File: config.mk
export PLATFORM = sky130hd
export DESIGN_NAME = flag_ckpt_file_flat
export DESIGN_NICKNAME = d
export VERILOG_FILES = /design/src/rtl/flag_ckpt_file_if.sv /design/src/rtl/flag_ckpt_file.sv /design/src/flat_wrapper.sv
export SDC_FILE = /design/constraint.sdc
export NUM_CORES = 1
export LEC_CHECK = 0
export CAP_MARGIN = 10
export CORE_MARGIN = 4
export CORE_UTILIZATION = 40
export CTS_CLUSTER_SIZE = 20
export DETAILED_ROUTE_END_ITERATION = 12
export HOLD_SLACK_MARGIN = 0.06
export PLACE_DENSITY = 0.66
export SLEW_MARGIN = 0
export SYNTH_ARGS = -nofsm -noshare
export SYNTH_HDL_FRONTEND = slang
export SYNTH_SLANG_ARGS = --single-unit
File: constraint.sdc
create_clock -name clk -period 3.4 [get_ports clk]
set_clock_uncertainty 0.1 [all_clocks]
set_input_delay 0.51 -clock clk [delete_from_list [all_inputs] [get_ports clk]]
set_output_delay 0.51 -clock clk [all_outputs]
set_load 0.02 [all_outputs]
File: src/rtl/flag_ckpt_file_if.sv
// Flag/checkpoint bus between the flag producers and branch resolution
// (master side) and flag_ckpt_file (slave side).
interface flag_ckpt_file_if #(
  parameter int unsigned NUM_FLAGS  = 2,
  parameter int unsigned CKPT_DEPTH = 4
);
  localparam int unsigned CW = $clog2(CKPT_DEPTH + 1);

  logic [NUM_FLAGS-1:0] flag_in;
  logic [NUM_FLAGS-1:0] flag_wr;
  logic                 ckpt_take;
  logic                 ckpt_commit;
  logic                 ckpt_restore;
  logic [NUM_FLAGS-1:0] flags_out;
  logic [CW-1:0]        ckpt_count;
  logic                 ckpt_full;
  logic                 ckpt_empty;
  logic                 ckpt_err;

  modport master (
    output flag_in, flag_wr, ckpt_take, ckpt_commit, ckpt_restore,
    input  flags_out, ckpt_count, ckpt_full, ckpt_empty, ckpt_err
  );

  modport slave (
    input  flag_in, flag_wr, ckpt_take, ckpt_commit, ckpt_restore,
    output flags_out, ckpt_count, ckpt_full, ckpt_empty, ckpt_err
  );
endinterface

File: src/rtl/flag_ckpt_file.sv
// Architectural condition flags with a circular checkpoint queue for branch
// speculation. Snapshots are taken at branch issue and resolved in order:
// commit frees the oldest, restore reloads flags from it and flushes the queue.
// Optional macro FLAG_BYPASS_EN: flags_out shows the merged/restored value
// combinationally instead of the registered flags.
module flag_ckpt_file #(
  parameter int unsigned NUM_FLAGS  = 2,
  parameter int unsigned CKPT_DEPTH = 4
) (
  input logic              clk,
  input logic              rst,
  flag_ckpt_file_if.slave  bus
);
  localparam int unsigned CW = $clog2(CKPT_DEPTH + 1);
  localparam int unsigned PW = $clog2(CKPT_DEPTH);

  logic [NUM_FLAGS-1:0] flags_q, flags_d;
  logic [NUM_FLAGS-1:0] entry_q [CKPT_DEPTH];
  logic [PW-1:0]        head_q, head_d;
  logic [PW-1:0]        tail_q, tail_d;
  logic [CW-1:0]        count_q, count_d;
  logic                 err_q, err_d;

  logic [NUM_FLAGS-1:0] merged;
  logic                 empty, full;
  logic                 restore_ok, commit_ok, take_ok;

  assign merged = (flags_q & ~bus.flag_wr) | (bus.flag_in & bus.flag_wr);
  assign empty  = (count_q == '0);
  assign full   = (count_q == CW'(CKPT_DEPTH));

  // Request qualification: restore dominates; take on full needs a freeing commit.
  always_comb begin
    restore_ok = bus.ckpt_restore && !empty;
    commit_ok  = bus.ckpt_commit && !bus.ckpt_restore && !empty;
    take_ok    = bus.ckpt_take && !bus.ckpt_restore && (!full || commit_ok);
    err_d      = (bus.ckpt_take && !bus.ckpt_restore && full && !bus.ckpt_commit) ||
                 (bus.ckpt_commit && empty) ||
                 (bus.ckpt_restore && empty) ||
                 (bus.ckpt_commit && bus.ckpt_restore);
  end

  // Next-state for flags, pointers and occupancy.
  always_comb begin
    flags_d = merged;
    head_d  = head_q;
    tail_d  = tail_q;
    count_d = count_q;
    if (restore_ok) begin
      // Same-cycle writes belong to the squashed path and are discarded.
      flags_d = entry_q[head_q];
      head_d  = tail_q;
      count_d = '0;
    end else begin
      if (commit_ok) head_d = head_q + PW'(1);
      if (take_ok)   tail_d = tail_q + PW'(1);
      count_d = count_q + CW'(take_ok) - CW'(commit_ok);
    end
  end

  // Architectural state with asynchronous active-low reset.
  always_ff @(posedge clk or negedge rst) begin
    if (!rst) begin
      flags_q <= '0;
      head_q  <= '0;
      tail_q  <= '0;
      count_q <= '0;
      err_q   <= 1'b0;
    end else begin
      flags_q <= flags_d;
      head_q  <= head_d;
      tail_q  <= tail_d;
      count_q <= count_d;
      err_q   <= err_d;
    end
  end

  // Snapshot storage; snapshot includes the same-cycle flag write.
  always_ff @(posedge clk) begin
    if (take_ok) entry_q[tail_q] <= merged;
  end

`ifdef FLAG_BYPASS_EN
  assign bus.flags_out = restore_ok ? entry_q[head_q] : merged;
`else
  assign bus.flags_out = flags_q;
`endif

  assign bus.ckpt_count = count_q;
  assign bus.ckpt_full  = full;
  assign bus.ckpt_empty = empty;
  assign bus.ckpt_err   = err_q;
endmodule
File: src/flat_wrapper.sv
// flat-port wrapper written by rule: the top's interface ports become plain ports
module flag_ckpt_file_flat 
#(
  parameter int unsigned NUM_FLAGS  = 2,
  parameter int unsigned CKPT_DEPTH = 4
)
  (clk, rst, bus_flag_in, bus_flag_wr, bus_ckpt_take, bus_ckpt_commit, bus_ckpt_restore, bus_flags_out, bus_ckpt_count, bus_ckpt_full, bus_ckpt_empty, bus_ckpt_err);
  flag_ckpt_file_if #(.NUM_FLAGS(NUM_FLAGS), .CKPT_DEPTH(CKPT_DEPTH)) bus_i ();
  input logic clk;
  input logic rst;
  input wire logic [$bits(bus_i.flag_in)-1:0] bus_flag_in;
  input wire logic [$bits(bus_i.flag_wr)-1:0] bus_flag_wr;
  input wire logic [$bits(bus_i.ckpt_take)-1:0] bus_ckpt_take;
  input wire logic [$bits(bus_i.ckpt_commit)-1:0] bus_ckpt_commit;
  input wire logic [$bits(bus_i.ckpt_restore)-1:0] bus_ckpt_restore;
  output wire logic [$bits(bus_i.flags_out)-1:0] bus_flags_out;
  output wire logic [$bits(bus_i.ckpt_count)-1:0] bus_ckpt_count;
  output wire logic [$bits(bus_i.ckpt_full)-1:0] bus_ckpt_full;
  output wire logic [$bits(bus_i.ckpt_empty)-1:0] bus_ckpt_empty;
  output wire logic [$bits(bus_i.ckpt_err)-1:0] bus_ckpt_err;
  assign bus_i.flag_in = bus_flag_in;
  assign bus_i.flag_wr = bus_flag_wr;
  assign bus_i.ckpt_take = bus_ckpt_take;
  assign bus_i.ckpt_commit = bus_ckpt_commit;
  assign bus_i.ckpt_restore = bus_ckpt_restore;
  assign bus_flags_out = bus_i.flags_out;
  assign bus_ckpt_count = bus_i.ckpt_count;
  assign bus_ckpt_full = bus_i.ckpt_full;
  assign bus_ckpt_empty = bus_i.ckpt_empty;
  assign bus_ckpt_err = bus_i.ckpt_err;
  flag_ckpt_file #(.NUM_FLAGS(NUM_FLAGS), .CKPT_DEPTH(CKPT_DEPTH)) u_core (.clk(clk), .rst(rst), .bus(bus_i));
endmodule
==> reports/qor.yml <==
antenna_found_initial: 0
hold_path.class: "input pin to asynchronous set/reset pin"
grt_max_degree: 11
final_cell_count_no_fill: 117
status: "complete, no violations"
yosys.area_share.simple_pct: 8.81
async_flop_share_pct: 55.6
grt.total_usage_pct: 10.6
cp-end-kind: "register"
fmax_mhz: 389
clkSinkCount: 18
grt_pass1_wl_um: 2500
report.final.hold_viol_count: 0
drive_above_1_share_pct: 13.5
tritoncts: "yes"
finalSetupViolCount: 0
drv_cap: 0
die_h_um: 56.0
crit_buf_inv: 3
dieWidth_um: 56.0
syn_nets: 86
vias: 576
synth_top_family_by_area: "multiplexers"
synth-seq-cells: 18
slew_violations: 0
cts_resized: 0
coreArea_um2: 2210
fin_tns_setup_ns: 0
nets: 106
syn-mean-instance-area_um2: 13.2
insertedDiodeCount: 0
critical_path.startpoint_type: "input pin"
cts_max_level: 1
yosys.area_share.xor_xnor_pct: 2.85
cts_root_buf: "clkbuf_4"
p_total_uw: 906
dp.cells: 113
wl_per_cell_um: 12.8
synth_top_area_share_pct: 27.1
critPathMaxFanout: 7
clkLatencyLatePin_ns: 0.29
synth_ff_type: "dfrtp_1"
synth_mux_area_share_pct: 12.1
area_growth_pct: 23.4
portBuffers: 16
rsz0062_at_grt: "no"
worst_slew_pin_slew_ns: 0.512
synth_area_leader_cell: "dfrtp_1"
synth.most_common_cell: "dfrtp_1"
critPathMaxStageDelay_ns: 0.59
syn-cell-area_um2: 923
dr.first_iter.drc_count: 3
path_class: "input pin to register"
synth_enable_flop_cells: 8
synthTopCellsByArea: "dfrtp_1 27%, edfxtp_1 26%, ha_1 8.1%, mux2_2 4.9%, mux4_2 4.9%"
synthTopCellsByCount: "10 x dfrtp_1, 8 x edfxtp_1, 8 x inv_1"
slowest_stage: "clkdlybuf4s50_1"
synth_compound_area_share_pct: 9.08
worst_hold_slack_ns: 0.418
grt_remaining_overflow: 0
numCtsBuffers: 3
dp_hpwl_um: 1200
synth_cells: 70
grt_pass1_vias: 542
power_density_nw_per_um2: 795
start_util_pct: 41.7
critical_path_required_ns: 3.48
rows: 17
cp_cell_sequence: "clkdlybuf4s50_1 > o31ai_1 > nor2_1 > ha_1 > inv_1 > ha_1 > inv_1 > fa_1 > xnor2_1 > xnor2_1 > and2_1"
period_needed_ns: 2.57
drc: 0
critPathTopFamily: "adder cells"
fin_crit_sh_pct: 75.7
p_leak_uw: 0.000466
viasPerCell: 4.92
ys_types: 25
drt_wl_total_um: 1490
fillers: 199
ctsHoldBuffers: 0
yosysWarnings: 0
ir_drop_mv: 0.510
ant_nets: 0
critPathArrivalTime_ns: 2.66
path_clk_slew_ns: 0.10
relSlewSlack_pct: 65.6
seq_area_frac_synth_pct: 53.1
place.gp.congestion: 0.725
io_pins: 17
post_cts_buffers: 0
cts_buffer_depth: 2
first_pass_iters: 2
die_area_um2: 3140
synth_fa_ha_area_share_pct: 10.3
[layer usage]
layer / part of all wire, % / track usage (%)
met2: 48 / 16.5
met3: 5.8 / 5.34
met5: 0 / 0
met4: 0 / 2.03
met1: 46 / 13.1
[power by group]
| group | switching (uW) | internal [uW] |
|---|---|---|
| logic | 195 | 222 |
| clock network | 63.4 | 42.7 |
| registers | 79.8 | 303 |
| total | 338 | 569 |
[final cells by class]
cell class,instances,area [um2],share of cell area [%]
Sequential cell,18,490,43.0
Clock buffer,3,22.5,1.98
Inverter,8,30.0,2.63
Clock inverter,1,3.75,0.329
Timing Repair Buffer,16,160,14.1
Tap cell,28,35.0,3.07
Multi-Input combinational cell,43,398,34.9
[flip-flops by register name, indices dropped and copies added, names as in the netlist]
name                   count
u_core.tail_q              2
u_core.entry_q             8
u_core.bus.ckpt_err        1
u_core.head_q              2
u_core.bus.flags_out       2
u_core.bus.ckpt_count      3
[worst register-to-register path, stage by stage, from the launching register on]
cell,delay (ns)
dfrtp_1,0.51
o31ai_1,0.41
nor2_1,0.09
ha_1,0.28
inv_1,0.06
ha_1,0.13
inv_1,0.05
fa_1,0.37
xnor2_1,0.15
xnor2_1,0.13
and2_1,0.15
[cell families (layout without fill, tap and decap cells)]
group / after synthesis / count (layout)
flip-flops: 18 / 18
AO/OA/AOI/OAI: 13 / 13
AND/OR/NAND/NOR: 12 / 12
buffers and inverters: 9 / 28
multiplexers: 8 / 8
adder cells (fa/ha/maj): 7 / 7
XOR/XNOR: 3 / 3
[through the flow]
stage,instance area (um2),utilization (%),setup slack [ns]
2_1_floorplan,923,-,0.967
3_3_place_gp,1110,50.3,0.538
3_5_place_dp,1110,50.3,0.500
4_1_cts,1140,51.5,0.818
5_1_grt,1140,51.5,0.697
6_report,1140,51.5,0.826
[worst paths after layout]
path / from / end / slack, ns / cells after the start
worst max-delay path: bus_ckpt_commit / u_core.bus.ckpt_count[2]$_DFF_PN0_ / 0.83 / 11
worst min-delay path: rst / u_core.bus.ckpt_err$_DFF_PN0_ / 0.42 / 1
worst max register to register: u_core.bus.ckpt_count[1]$_DFF_PN0_ / u_core.bus.ckpt_count[2]$_DFF_PN0_ / 0.87 / 10
worst min register to register: u_core.tail_q[1]$_DFFE_PN0P_ / u_core.tail_q[1]$_DFFE_PN0P_ / 0.51 / 1
max in group asynchronous: rst / u_core.tail_q[0]$_DFFE_PN0P_ / 2.47 / 1
min in group clk: u_core.tail_q[1]$_DFFE_PN0P_ / u_core.tail_q[1]$_DFFE_PN0P_ / 0.51 / 1
[cells in the final DEF, fill, tap and decap left out]
| cell type | synthesis | routed |
|---|---|---|
| o22ai_1 | 2 | 2 |
| nand2_1 | 1 | 1 |
| a21oi_2 | 1 | 1 |
| nand2b_1 | 1 | 1 |
| clkdlybuf4s50_1 | 0 | 16 |
| dfrtp_1 | 10 | 10 |
| mux2_1 | 1 | 1 |
| inv_1 | 8 | 8 |
| xnor2_1 | 3 | 3 |
| nor2_1 | 1 | 1 |
| and2_1 | 6 | 6 |
| mux2_2 | 4 | 4 |
| fa_1 | 1 | 1 |
| clkbuf_4 | 0 | 3 |
| o31ai_2 | 1 | 1 |
| mux4_2 | 2 | 2 |
| a21oi_1 | 4 | 4 |
| o21ai_0 | 3 | 3 |
| nand3_1 | 1 | 1 |
| ha_1 | 6 | 6 |
| mux2i_1 | 1 | 1 |
| or3_1 | 1 | 1 |
| o31ai_1 | 1 | 1 |
| edfxtp_1 | 8 | 8 |
| clkinv_1 | 0 | 1 |
| a21o_1 | 1 | 1 |
| nor3b_4 | 1 | 1 |
No activity file was read; power rests on OpenSTA's default activity.
